--- config.mk ---
export PLATFORM = sky130hd
export DESIGN_NAME = jk_input_cond
export DESIGN_NICKNAME = d
export VERILOG_FILES = /design/src/rtl/jk_input_cond.sv
export SDC_FILE = /design/constraint.sdc
export NUM_CORES = 1
export LEC_CHECK = 0
export ABC_AREA = 0
export ABC_CLOCK_PERIOD_IN_PS = 1910
export CORE_MARGIN = 3
export CORE_UTILIZATION = 53
export DETAILED_ROUTE_END_ITERATION = 7
export GPL_ROUTABILITY_DRIVEN = 0
export MAX_ROUTING_LAYER = met4
export PLACE_DENSITY = 0.78
export SKIP_LAST_GASP = 1
export SYNTH_ARGS = -nofsm -noshare
export SYNTH_HDL_FRONTEND = slang
export SYNTH_SLANG_ARGS = --single-unit
--- constraint.sdc ---
create_clock -name Clk -period 1.91 [get_ports Clk]
set_clock_uncertainty 0.15 [all_clocks]
set_input_delay 0.2865 -clock Clk [delete_from_list [all_inputs] [get_ports Clk]]
set_output_delay 0.2865 -clock Clk [all_outputs]
set_load 0.01 [all_outputs]
--- src/rtl/jk_input_cond.sv ---
// Debounce and synchronize the J/K pushbutton inputs that feed the downstream JK flip-flop.
// Define JK_INPUT_COND_RISE_EN to build the single-cycle rising-edge pulses (J_rise/K_rise).

module jk_input_cond_chan #(
    parameter int DEBOUNCE_CYCLES = 200_000,
    parameter int CNT_W           = 18
) (
    input  logic clk_i,
    input  logic rst_n_i,
    input  logic raw_i,
    output logic lvl_o,
    output logic rise_o
);
    localparam logic [CNT_W-1:0] CNT_MAX = CNT_W'(DEBOUNCE_CYCLES - 1);

    logic             s1_q, s2_q;
    logic             lvl_q, lvl_d;
    logic [CNT_W-1:0] cnt_q, cnt_d;
    logic             differs, accept;

    // A single cycle of agreement with the stable level clears the count.
    always_comb begin
        differs = (s2_q != lvl_q);
        accept  = differs && (cnt_q == CNT_MAX);
        cnt_d   = '0;
        lvl_d   = lvl_q;
        if (accept)
            lvl_d = s2_q;
        else if (differs)
            cnt_d = cnt_q + 1'b1;
    end

    always_ff @(posedge clk_i) begin
        if (!rst_n_i) begin
            s1_q  <= 1'b0;
            s2_q  <= 1'b0;
            cnt_q <= '0;
            lvl_q <= 1'b0;
        end else begin
            s1_q  <= raw_i;
            s2_q  <= s1_q;
            cnt_q <= cnt_d;
            lvl_q <= lvl_d;
        end
    end

    assign lvl_o = lvl_q;

`ifdef JK_INPUT_COND_RISE_EN
    logic rise_q;

    always_ff @(posedge clk_i) begin
        if (!rst_n_i)
            rise_q <= 1'b0;
        else
            rise_q <= accept && s2_q;
    end

    assign rise_o = rise_q;
`else
    assign rise_o = 1'b0;
`endif
endmodule

module jk_input_cond #(
    parameter int DEBOUNCE_CYCLES = 200_000,
    parameter int CNT_W           = 18
) (
    input  logic Clk,
    input  logic Reset_n,
    input  logic J_raw,
    input  logic K_raw,
    output logic J,
    output logic K,
    output logic J_rise,
    output logic K_rise
);
    localparam int NUM_LANES = 2;

    logic [NUM_LANES-1:0] raw, lvl, rise;

    assign raw = {K_raw, J_raw};

    // Lane 0 is J, lane 1 is K; lanes share no state.
    for (genvar g = 0; g < NUM_LANES; g++) begin : g_ch
        jk_input_cond_chan #(
            .DEBOUNCE_CYCLES(DEBOUNCE_CYCLES),
            .CNT_W          (CNT_W)
        ) u_ch (
            .clk_i  (Clk),
            .rst_n_i(Reset_n),
            .raw_i  (raw[g]),
            .lvl_o  (lvl[g]),
            .rise_o (rise[g])
        );
    end

    assign J      = lvl[0];
    assign K      = lvl[1];
    assign J_rise = rise[0];
    assign K_rise = rise[1];
endmodule

==> Word level (Yosys, flattened, before mapping) <==
Index checks and enable logic that the tools add are counted.
W data, S select, Z words.
{ "op_classes": {"addsub": 2, "n_eq_ne": 4, "bitwise_logic": 3, "reduce_logical": 4} }
{ "ops": {"columns": ["operator", "count"], "rows": [
  ["$add A18 B1 Y18 const B", 2],
  ["$eq A18 B18 Y1 const B", 2],
  ["$reduce_or A3 Y1", 2],
  ["$not A1 Y1", 3],
  ["$logic_and A1 B1 Y1", 2],
  ["$ne A1 B1 Y1", 2]
]} }
{ "word_totals": {"regBits": 42, "wordCells": 21} }

==> Longest topological paths before layout <==
Gate-level depths: netlist of the first run.
{ "logic_depth": {"word_depth": 3, "ltp_mapped": 6, "ltp_nobuf": 5} }

==> Modules after synthesis <==
Synthesis of the first run repeated with hierarchy kept, for this count alone.
{ "unflattened": {"hier_cells": 214, "area_unflattened_um2": 1906.8} }
{ "modules_own_cells": {"columns": ["module", "instances", "cells_each", "area_per_inst_um2"], "rows": [
  ["jk_input_cond_chan", 2, 107, 953.4]
]} }

==> Worst setup path before layout of the first run <==
Ideal clock, no wire load.
{ "synth_timing": {"path_type": "register to register", "from": "register g_ch[1].u_ch.cnt_q[0]", "to": "register g_ch[1].u_ch.cnt_q[15]", "setup_time_ns": 0.128, "arrival_time_ns": 1.634, "path_slack_ns": -0.002, "stages_incl_launch_ff": 7, "n_path_buf": 2, "cell_sequence": "dfxtp_1 -> ha_1 -> clkbuf_1 -> nand2_1 -> o211ai_1 -> clkbuf_1 -> nor2_1"} }
{ "synth_between": {"elab_chain_len": 3, "word_cells_on_any_way": 4, "classes_between": "add/sub (1); eq/ne (1); reduce/logical (2)"} }
{ "synth_lines": {"columns": ["element", "line", "text"], "rows": [
  ["start: declaration", "18", "logic [CNT_W-1:0] cnt_q, cnt_d;"],
  ["start signal: assignment", "42", "cnt_q <= cnt_d;"],
  ["parallel branches: the longest is 3 deep, another holds $add A18 B1 Y18", null, null]
]} }
Several ways; the timed one is not identified.
A chain may end at the register's enable or synchronous reset.

==> Worst setup path in the final report of the first run <==
{ "layout_timing": {"from": "register g_ch[0].u_ch.cnt_q[8]", "to": "register g_ch[0].u_ch.cnt_q[16]"} }
{ "layout_between": {"elab_chain_len": 3, "word_cells_on_any_way": 4, "classes_between": "add/sub (1); eq/ne (1); reduce/logical (2)"} }
{ "layout_lines": {"columns": ["element", "line"], "rows": [
  ["start: declaration", "18"],
  ["start signal: assignment", "42"],
  ["parallel branches: the longest is 3 deep, another holds $add A18 B1 Y18", null]
]} }
Several ways; the timed one is not identified.

==> results of run 1 <==
[synth_stat cells, types with 3 or more instances]
library cell | instances | area (sq um)
nand4_1 | 10 | 62.56
dfxtp_1 | 42 | 840.8
xor2_1 | 13 | 113.9
nand3_1 | 12 | 60.06
nor3_1 | 6 | 30.03
and2_1 | 6 | 37.54
xnor2_1 | 16 | 140.1
inv_1 | 7 | 26.28
or4_1 | 3 | 22.52
nor4_1 | 10 | 62.56
clkbuf_1 | 3 | 11.26
a21oi_1 | 4 | 20.02
nor2_1 | 32 | 120.1
nand2_1 | 14 | 52.55
[layout by cell type, fill, tap and decap left out, drive strengths merged]
cell type      instances
nor3                   6
xor2                  13
a21oi                  4
and2                   6
nor4b                  1
and3                   1
o31ai                  2
ha                     2
clkdlybuf4s50          5
a21o                   1
nor2                  32
conb                   2
o21ai                  2
or4                    3
xnor2                 16
nor4                  10
clkbuf                 6
clkinvlp               1
o211ai                 1
mux2i                  2
o21bai                 1
dfxtp                 42
clkinv                 1
nand3                 12
nand4                 11
nor4bb                 2
nand2                 14
nand4b                 1
o21a                   2
or3                    3
and4                   2
buf                    9
inv                    7
[what timing repair did]
item,4_1_cts,5_1_grt
setup endpoints to repair,1,8
gates cloned,0,0
gates resized for setup,2,5
[worst max-delay path, stage by stage, from the launching register on]
cell     delay [ns]
dfxtp_1        0.43
nand4_2        0.13
or3_4          0.42
or4_1          0.49
a21oi_1        0.15
[worst max-delay path by stage]
| stage | end | cells after the start |
|---|---|---|
| after global routing | g_ch[0].u_ch.cnt_q[17] | 4 |
| after global placement | g_ch[0].u_ch.cnt_q[16] | 4 |
| after floorplan | g_ch[1].u_ch.cnt_q[15] | 6 |
| after detailed placement | g_ch[0].u_ch.cnt_q[16] | 5 |
| final | g_ch[0].u_ch.cnt_q[16] | 4 |
| after CTS | g_ch[0].u_ch.cnt_q[16] | 4 |
[sequential cells by signal (all words and copies together), names as in the netlist]
register,count
g_ch.u_ch.lvl_o,2
g_ch.u_ch.s1_q,2
g_ch.u_ch.cnt_q,36
g_ch.u_ch.s2_q,2
[power groups by stage]
stage | clock (mW) | sequential, mW | combinational (mW)
6_report | 0.464 | 0.883 | 0.0284
5_1_grt | 0.511 | 0.885 | 0.0324
4_1_cts | 0.479 | 0.884 | 0.0288
3_5_place_dp | 0 | 0.903 | 0.0286
3_3_place_gp | 0 | 0.903 | 0.0271
2_1_floorplan | 0 | 0.903 | 0.0180
[cells by family after synthesis]
family                   after synthesis  share of synthesized area [%]
flip-flops                            42                          45.81
other                                  1                         0.2043
XOR/XNOR                              29                          13.84
AO/OA/AOI/OAI                         13                          4.703
AND/OR/NAND/NOR                      104                          29.59
adder cells (fa/ha/maj)                2                          1.363
buffers and inverters                 14                          3.408
multiplexers                           2                          1.091
[per-layer routing]
metal / GRT usage [%] / routed length, microns / vias up
met5: - / 0 / -
met3: 6.759 / 135 / 5
met2: 29.37 / 1522 / 27
met4: 7.124 / 55 / 0
li1: - / - / 741
met1: 23.46 / 1646 / 703
[stage by stage]
stage	util, %	worst slack, ns	area (sq um)	hold slack, ns
2_1_floorplan	-	0.01184	1839	0.2619
3_3_place_gp	62.17	0.1154	1976	0.2705
3_5_place_dp	62.17	0.03015	1976	0.2809
4_1_cts	64.25	0.008930	2042	0.3142
5_1_grt	64.76	0.002295	2058	0.3370
6_report	64.76	0.08850	2058	0.3084
[area by class of cell]
cell class,count,area share (%)
clock buffer,6,2.492
multi-input combinational,152,46.20
tap,44,2.675
sequential,42,41.03
clock inverter,2,0.6079
inverter,7,1.277
timing repair buffer,14,5.714
==> flow_metrics.env, run 1 <==
export IMPL_hpwlAfterDp_mm=2.447
export IMPL_root_buffer="clkbuf_4"
export IMPL_synth_area_per_cell_sq_um=8.867
export IMPL_grt_pass1_wl_mm=6.099
export IMPL_wl_per_cell_microns=12.58
export IMPL_cts_htree_levels=2
export IMPL_synthFlopType="dfxtp_1"
export IMPL_die_area_sq_um=4206
export IMPL_startpoint="g_ch[0].u_ch.cnt_q[8]"
export IMPL_drv_slew=0
export IMPL_cap_violations=0
export IMPL_finalSetupViolations=0
export IMPL_route_detailed_drc=0
export IMPL_nNetsFinal=228
export IMPL_p_comb_share_pct=2.1
export IMPL_ys_warn_count=0
export IMPL_whs_path_depth=1
export IMPL_grt_overflow=0
export IMPL_antenna_found_initial=0
export IMPL_crit_fanout=8
export IMPL_seq_area_sq_um=844.6
export IMPL_irDropWorstVdd_mv=0.5936
export IMPL_vias_per_cell=5.528
export IMPL_drt_iter0_drc=44
export IMPL_synth_async_reset_ratio_pct=0
export IMPL_dr_total_vias=1476
export IMPL_hold_violations=0
export IMPL_cts_sinks=42
export IMPL_start_util_pct=57.76
export IMPL_io_buffer_count=5
export IMPL_clk_pin_slew_worst_paths_ns=0.13
export IMPL_syn_instance_count=207
export IMPL_grt_usage_pct=19.26
export IMPL_clock_power_share_pct=33.7
export IMPL_ant_nets=0
export IMPL_rr_endpoint="g_ch[0].u_ch.cnt_q[16]"
export IMPL_min_to="g_ch[0].u_ch.s2_q"
export IMPL_ioPinCount=8
export IMPL_p_per_area_nw_per_um2=668.6
export IMPL_rr_startpoint="g_ch[0].u_ch.cnt_q[8]"
export IMPL_syn_area_sq_um=1836
export IMPL_cts_hold_buf=0
export IMPL_rsz0062_at_grt="no"
export IMPL_status="complete, no violations"
export IMPL_min_period_ns=1.822
export IMPL_cp_data_arrival_time_ns=1.96
export IMPL_min_from="g_ch[0].u_ch.s1_q"
export IMPL_rows=20
export IMPL_multi_input_area_sq_um=950.9
export IMPL_core_area_sq_um=3178
export IMPL_diodes=0
export IMPL_reg2reg_slack_ns=0.09
export IMPL_seqPwrFrac_pct=64.2
export IMPL_syn_to_final_growth_pct=12.13
export IMPL_hp_class="flop to flop"
export IMPL_ff2ff_path_depth=4
export IMPL_p_leak_nw=0.6311
export IMPL_final_instance_count_excl_fill=267
export IMPL_die_x_microns=64.85
export IMPL_cts_made_buffers=5
export IMPL_required_ns=2.05
export IMPL_dp_cells=259
export IMPL_internal_power_mw=1.072
export IMPL_fmax_mhz=549.0
export IMPL_critPathCaptureType="flop"
export IMPL_drive_above_1_share_pct=12.56
export IMPL_crit_type="flop to flop"
export IMPL_synth_enable_flop_cells=0
export IMPL_post_cts_buffers=0
export IMPL_drt_wl_total_mm=3.360
export IMPL_cts_buffer_depth=2
export IMPL_cts_tree="done"
export IMPL_synth_distinct_cells=33
export IMPL_fin_tns_setup_ns=0
export IMPL_power_total_mw=1.376
export IMPL_grt_max_degree=18
export IMPL_clock_latency_ns=0.36
export IMPL_synth_seq_cells=42
export IMPL_fill_cells=264
export IMPL_dr_pass1_iters=4
export IMPL_die_h_microns=64.85
export IMPL_swShare_pct=22.12
export IMPL_grt_pass1_vias=1394
export IMPL_p_sw_mw=0.3043
export IMPL_yosysSeqAreaShare_pct=45.81
export IMPL_fin_crit_sh_pct=95.37
export IMPL_startpoint_type="flop"
(Power assumes the default switching activity.)
==> run 2, diff against run 1 <==
--- a/config.mk
+++ b/config.mk
@@ -6,13 +6,13 @@
 export NUM_CORES = 1
 export LEC_CHECK = 0
 export ABC_AREA = 0
-export ABC_CLOCK_PERIOD_IN_PS = 1910
+export ABC_CLOCK_PERIOD_IN_PS = 1700
 export CORE_MARGIN = 3
-export CORE_UTILIZATION = 53
+export CORE_UTILIZATION = 58
 export DETAILED_ROUTE_END_ITERATION = 7
 export GPL_ROUTABILITY_DRIVEN = 0
 export MAX_ROUTING_LAYER = met4
-export PLACE_DENSITY = 0.78
+export PLACE_DENSITY = 0.81
 export SKIP_LAST_GASP = 1
 export SYNTH_ARGS = -nofsm -noshare
 export SYNTH_HDL_FRONTEND = slang
==> constraint.sdc (replaced) <==
create_clock -name Clk -period 1.7 [get_ports Clk]
set_clock_uncertainty 0.15 [all_clocks]
set_input_delay 0.255 -clock Clk [delete_from_list [all_inputs] [get_ports Clk]]
set_output_delay 0.255 -clock Clk [all_outputs]
set_load 0.01 [all_outputs]
==> flow_metrics.env, run 2 (synthesis results as in run 1) <==
export IMPL_status="finished, violations left"
export IMPL_violations="setup timing"
export IMPL_start_util_pct=63.81
export IMPL_wl_met2_mm=2.582
export IMPL_rr_endpoint="g_ch[1].u_ch.cnt_q[12]"
export IMPL_dr_pass1_iters=4
export IMPL_rsz0062_at_grt="yes"
export IMPL_route_detailed_drc=0
export IMPL_die_x_microns=62.26
export IMPL_cpMaxStageDelayCell="dfxtp_1"
export IMPL_antenna_found_initial=0
export IMPL_dr_wl_met3_microns=309
export IMPL_drive_above_1_share_pct=38.49
export IMPL_p_leak_nw=0.8619
export IMPL_irDropWorstVdd_mv=0.5990
export IMPL_min_from="J_raw"
export IMPL_hold_violations=0
export IMPL_ant_nets=0
export IMPL_wl_met1_mm=2.269
export IMPL_cts_hold_buf=0
export IMPL_startpoint="g_ch[1].u_ch.cnt_q[6]"
export IMPL_startpoint_type="flop"
export IMPL_fin_crit_sh_pct=102.7
export IMPL_drt_wl_total_mm=5.358
export IMPL_die_area_sq_um=3876
export IMPL_io_buffer_count=5
export IMPL_rr_startpoint="g_ch[1].u_ch.cnt_q[6]"
export IMPL_crit_fanout=4
export IMPL_hp_class="primary input to flop"
export IMPL_clock_latency_ns=0.36
export IMPL_grt_overflow=0
export IMPL_grt_pass1_vias=1613
export IMPL_finalSetupViolations=8
export IMPL_rows=19
export IMPL_cts_tree="done"
export IMPL_reg2reg_slack_ns=-0.05
export IMPL_nNetsFinal=257
export IMPL_cap_violations=0
export IMPL_largest_reg_flops=36
export IMPL_finish_utilization_pct=86.39
export IMPL_syn_to_final_growth_pct=35.38
export IMPL_cts_made_buffers=5
export IMPL_crit_type="flop to flop"
export IMPL_worst_slack_ns=-0.04568
export IMPL_grt_max_degree=13
export IMPL_die_h_microns=62.26
export IMPL_min_to="g_ch[0].u_ch.s1_q"
export IMPL_wl_per_cell_microns=18.22
export IMPL_crit_top_cell="buf_4"
export IMPL_p_per_area_nw_per_um2=625.1
export IMPL_whs_path_depth=2
export IMPL_power_total_mw=1.553
export IMPL_cts_htree_levels=2
export IMPL_top_register="g_ch.u_ch.cnt_q"
export IMPL_grt_pass1_wl_mm=6.920
export IMPL_drv_slew=0
export IMPL_dr_total_vias=1769
export IMPL_critPathCaptureType="flop"
export IMPL_grt_usage_pct=22.83
export IMPL_final_cell_mix="36 x buf_4, 31 x nor2_1, 19 x dfxtp_1"
export IMPL_cp_cell_sequence="nand4_1 > buf_4 > buf_4 > nor4_2 > xnor2_1 > nor2_1"
export IMPL_core_area_sq_um=2877
export IMPL_cts_buffer_depth=2
export IMPL_ioPinCount=8
export IMPL_drt_iter0_drc=152
export IMPL_cts_sinks=42
export IMPL_critPathMaxStageDelay_ns=0.43
export IMPL_diodes=0
export IMPL_vias_per_cell=6.017
export IMPL_root_buffer="clkbuf_4"
export IMPL_cp_data_arrival_time_ns=1.85
export IMPL_clk_pin_slew_worst_paths_ns=0.12
export IMPL_required_ns=1.81
export IMPL_fill_cells=136
export IMPL_fmax_mhz=572.8
export IMPL_ff2ff_path_depth=6
export IMPL_hpwlAfterDp_mm=2.921
export IMPL_min_period_ns=1.746
export IMPL_top_layer="met4"
export IMPL_mostFrequentLayoutCell="buf_4"
[run 2: cell types whose count changed in the layout (fill, tap and decap cells not counted), moves of 7 or more]
cell / previous run / this run
dfxtp_2: 3 / 15
nor4_2: 0 / 7
dfxtp_1: 39 / 19
dfxtp_4: 0 / 8
buf_4: 9 / 36
nor4_1: 10 / 2
[run 2: stage by stage]
stage | cell area, sq um | setup TNS (ns) | setup WS [ns] | std cells | hold WS, ns
detailed placement | 2162 | -0.2308 | -0.1077 | 275 | 0.2719
global placement | 2162 | -0.05520 | -0.05520 | 275 | 0.2668
CTS | 2267 | -0.04258 | -0.01347 | 287 | 0.3032
global route | 2485 | -2.165 | -0.1285 | 294 | 0.3147
floorplan | 1919 | -0.2994 | -0.03056 | 208 | 0.2323
finish | 2485 | -0.1104 | -0.04568 | 294 | 0.3061
[run 2: worst max path at each step]
stage	end	slack, ns	cells past startpoint
final	g_ch[1].u_ch.cnt_q[12]	-0.05	6
after global routing	g_ch[1].u_ch.cnt_q[7]	-0.13	5
after CTS	g_ch[0].u_ch.cnt_q[5]	-0.01	5
after detailed placement	g_ch[1].u_ch.cnt_q[17]	-0.11	5
after global placement	g_ch[1].u_ch.cnt_q[17]	-0.06	5
after floorplan	g_ch[1].u_ch.cnt_q[16]	-0.03	5
[run 2: critical path: cells and delay by family, from the launching register on]
family                    cells  cell delay, ns
xor gates and xnor gates      1            0.18
buffers and inverters         2            0.36
DFF                           1            0.43
and+or+nand+nor               3            0.52
[run 2: layout make-up]
cell class,instances,area [sq um],area share (%)
Multi-Input combinational cell,152,1112,44.76
Sequential cell,42,889.6,35.80
Timing Repair Buffer,43,344.1,13.85
Clock buffer,7,55.05,2.216
Tap cell,42,52.55,2.115
Inverter,7,26.28,1.057
Clock inverter,1,5.005,0.2014
[run 2: timing repair]
item                                    4_1_cts  5_1_grt
setup buffers                                 4        7
endpoints found under the setup margin       12       36
pin swaps                                     3        9
resized for setup                             6       46
endpoints found under the hold margin         0        0
[run 2: layer usage]
layer | track usage [%] | vias up
met4 | 12.40 | 0
met2 | 36.69 | 74
met3 | 5.405 | 23
met5 | - | -
met1 | 26.38 | 869
li1 | - | 803
[run 2: power by group]
group	leakage, nW	internal (mW)	total, mW	switching (mW)
logic	0.473	0.0220	0.0425	0.0204
registers	0.353	0.977	0.981	0.00367
clock network	0.0353	0.201	0.530	0.329
total	0.862	1.20	1.55	0.354
==> run 3, diff against run 2 <==
--- a/config.mk
+++ b/config.mk
@@ -12,7 +12,7 @@
 export DETAILED_ROUTE_END_ITERATION = 7
 export GPL_ROUTABILITY_DRIVEN = 0
 export MAX_ROUTING_LAYER = met4
-export PLACE_DENSITY = 0.81
+export PLACE_DENSITY = 0.77
 export SKIP_LAST_GASP = 1
 export SYNTH_ARGS = -nofsm -noshare
 export SYNTH_HDL_FRONTEND = slang
==> flow_metrics.env, run 3 (synthesis results as in run 1) <==
export IMPL_status="finished, violations left"
export IMPL_violations="setup timing"
export IMPL_antenna_found_initial=0
export IMPL_cts_made_buffers=5
export IMPL_final_cell_mix="32 x nor2_1, 31 x buf_4, 22 x dfxtp_1"
export IMPL_finish_utilization_pct=83.56
export IMPL_worstMarginPinSlew_ns=0.5598
export IMPL_cts_tree="done"
export IMPL_critPathCaptureType="flop"
export IMPL_grt_overflow=0
export IMPL_fin_crit_sh_pct=106.3
export IMPL_cts_buffer_depth=2
export IMPL_critPathMaxStageDelay_ns=0.39
export IMPL_cpMaxStageDelayCell="dfxtp_4"
export IMPL_die_h_microns=62.26
export IMPL_fin_area_sq_um=2404
export IMPL_ioPinCount=8
export IMPL_diodes=0
export IMPL_route_detailed_drc=0
export IMPL_hp_class="flop to flop"
export IMPL_grt_max_degree=17
export IMPL_die_x_microns=62.26
export IMPL_required_ns=1.81
export IMPL_core_area_sq_um=2877
export IMPL_rsz0062_at_grt="yes"
export IMPL_drt_iter0_drc=120
export IMPL_cts_htree_levels=2
export IMPL_ant_nets=0
export IMPL_finalSetupViolations=34
export IMPL_place_area_sq_um=2167
export IMPL_clock_latency_ns=0.36
export IMPL_io_buffer_count=5
export IMPL_nNetsFinal=253
export IMPL_pre_cts_ws_ns=-0.05508
export IMPL_hold_violations=0
export IMPL_dr_total_vias=1700
export IMPL_drive_above_1_share_pct=34.27
export IMPL_syn_to_final_growth_pct=30.95
export IMPL_startpoint_type="flop"
export IMPL_p_per_area_nw_per_um2=647.4
export IMPL_cap_violations=0
export IMPL_largest_reg_flops=36
export IMPL_die_area_sq_um=3876
export IMPL_min_period_ns=1.807
export IMPL_drv_slew=0
export IMPL_wl_per_cell_microns=17.20
export IMPL_vias_per_cell=5.862
export IMPL_mostFrequentLayoutCell="nor2_1"
export IMPL_clk_pin_slew_worst_paths_ns=0.12
export IMPL_cp_data_arrival_time_ns=1.91
export IMPL_hpwlAfterDp_mm=2.863
export IMPL_top_register="g_ch.u_ch.cnt_q"
export IMPL_rows=19
export IMPL_p_leak_nw=0.8223
export IMPL_grt_pass1_wl_mm=6.989
export IMPL_start_util_pct=63.81
export IMPL_grt_usage_pct=22.83
export IMPL_cp_cell_sequence="nor4bb_2 > nand4_1 > o211ai_1 > buf_4 > nor2_1"
export IMPL_fin_tns_setup_ns=-2.181
export IMPL_root_buffer="clkbuf_4"
export IMPL_grt_pass1_vias=1606
export IMPL_irDropWorstVdd_mv=0.5362
export IMPL_crit_type="flop to flop"
export IMPL_slew_headroom_pct=62.34
export IMPL_crit_fanout=8
export IMPL_dr_pass1_iters=4
export IMPL_worst_slack_ns=-0.1070
export IMPL_drt_wl_total_mm=4.987
export IMPL_cts_sinks=42
export IMPL_fmax_mhz=553.4
run 3: routing by layer:
layer | GRT usage, % | wire, microns | up-vias
met1 | 27.28 | 2004 | 810
met2 | 37.10 | 2447 | 80
met4 | 9.642 | 226 | 0
li1 | - | - | 791
met5 | - | 0 | -
met3 | 5.225 | 308 | 19
run 3: worst max-delay path, delay by kind of cell (launching register included):
family | cells | cell delay, ns
AND/OR/NAND/NOR | 3 | 0.59
flip-flops | 1 | 0.39
AO/OA/AOI/OAI | 1 | 0.34
buffers and inverters | 1 | 0.23
run 3: path summary, 6_finish.rpt:
check	endpoint	cells past startpoint	start	slack, ns
max	g_ch[1].u_ch.cnt_q[9]	5	g_ch[1].u_ch.cnt_q[10]	-0.11
min reg2reg	g_ch[1].u_ch.s2_q	1	g_ch[1].u_ch.s1_q	0.30
max reg2reg	g_ch[1].u_ch.cnt_q[9]	5	g_ch[1].u_ch.cnt_q[10]	-0.11
min	g_ch[1].u_ch.s2_q	1	g_ch[1].u_ch.s1_q	0.30
run 3: timing repair:
action | in CTS | in global routing
endpoints found under the setup margin | 17 | 34
resized for setup | 8 | 29
cloned | 0 | 1
pin swaps | 1 | 6
hold buffers | 0 | 0
setup buffers | 0 | 7
run 3: area by class of cell:
type | instances | area [sq um]
sequential | 42 | 878.3
clock buffer | 6 | 51.30
inverter | 7 | 26.28
multi-input combinational | 152 | 1061
timing repair buffer | 39 | 321.6
clock inverter | 2 | 12.51
tap | 42 | 52.55
fill | 162 | 473.0
run 3: report_power, final:
part | internal, mW | switching (mW) | leakage [nW]
Clock | 0.199 | 0.331 | 0.0343
Combinational | 0.0214 | 0.0199 | 0.437
Sequential | 0.981 | 0.00312 | 0.351
run 3: stage by stage:
stage               instances  total power [mW]  hold slack [ns]
global route              290             1.608           0.3183
CTS                       282             1.560           0.3088
global placement          274             1.046           0.2676
floorplan                 208             1.032           0.2323
finish                    290             1.556           0.3018
detailed placement        274             1.048           0.2773
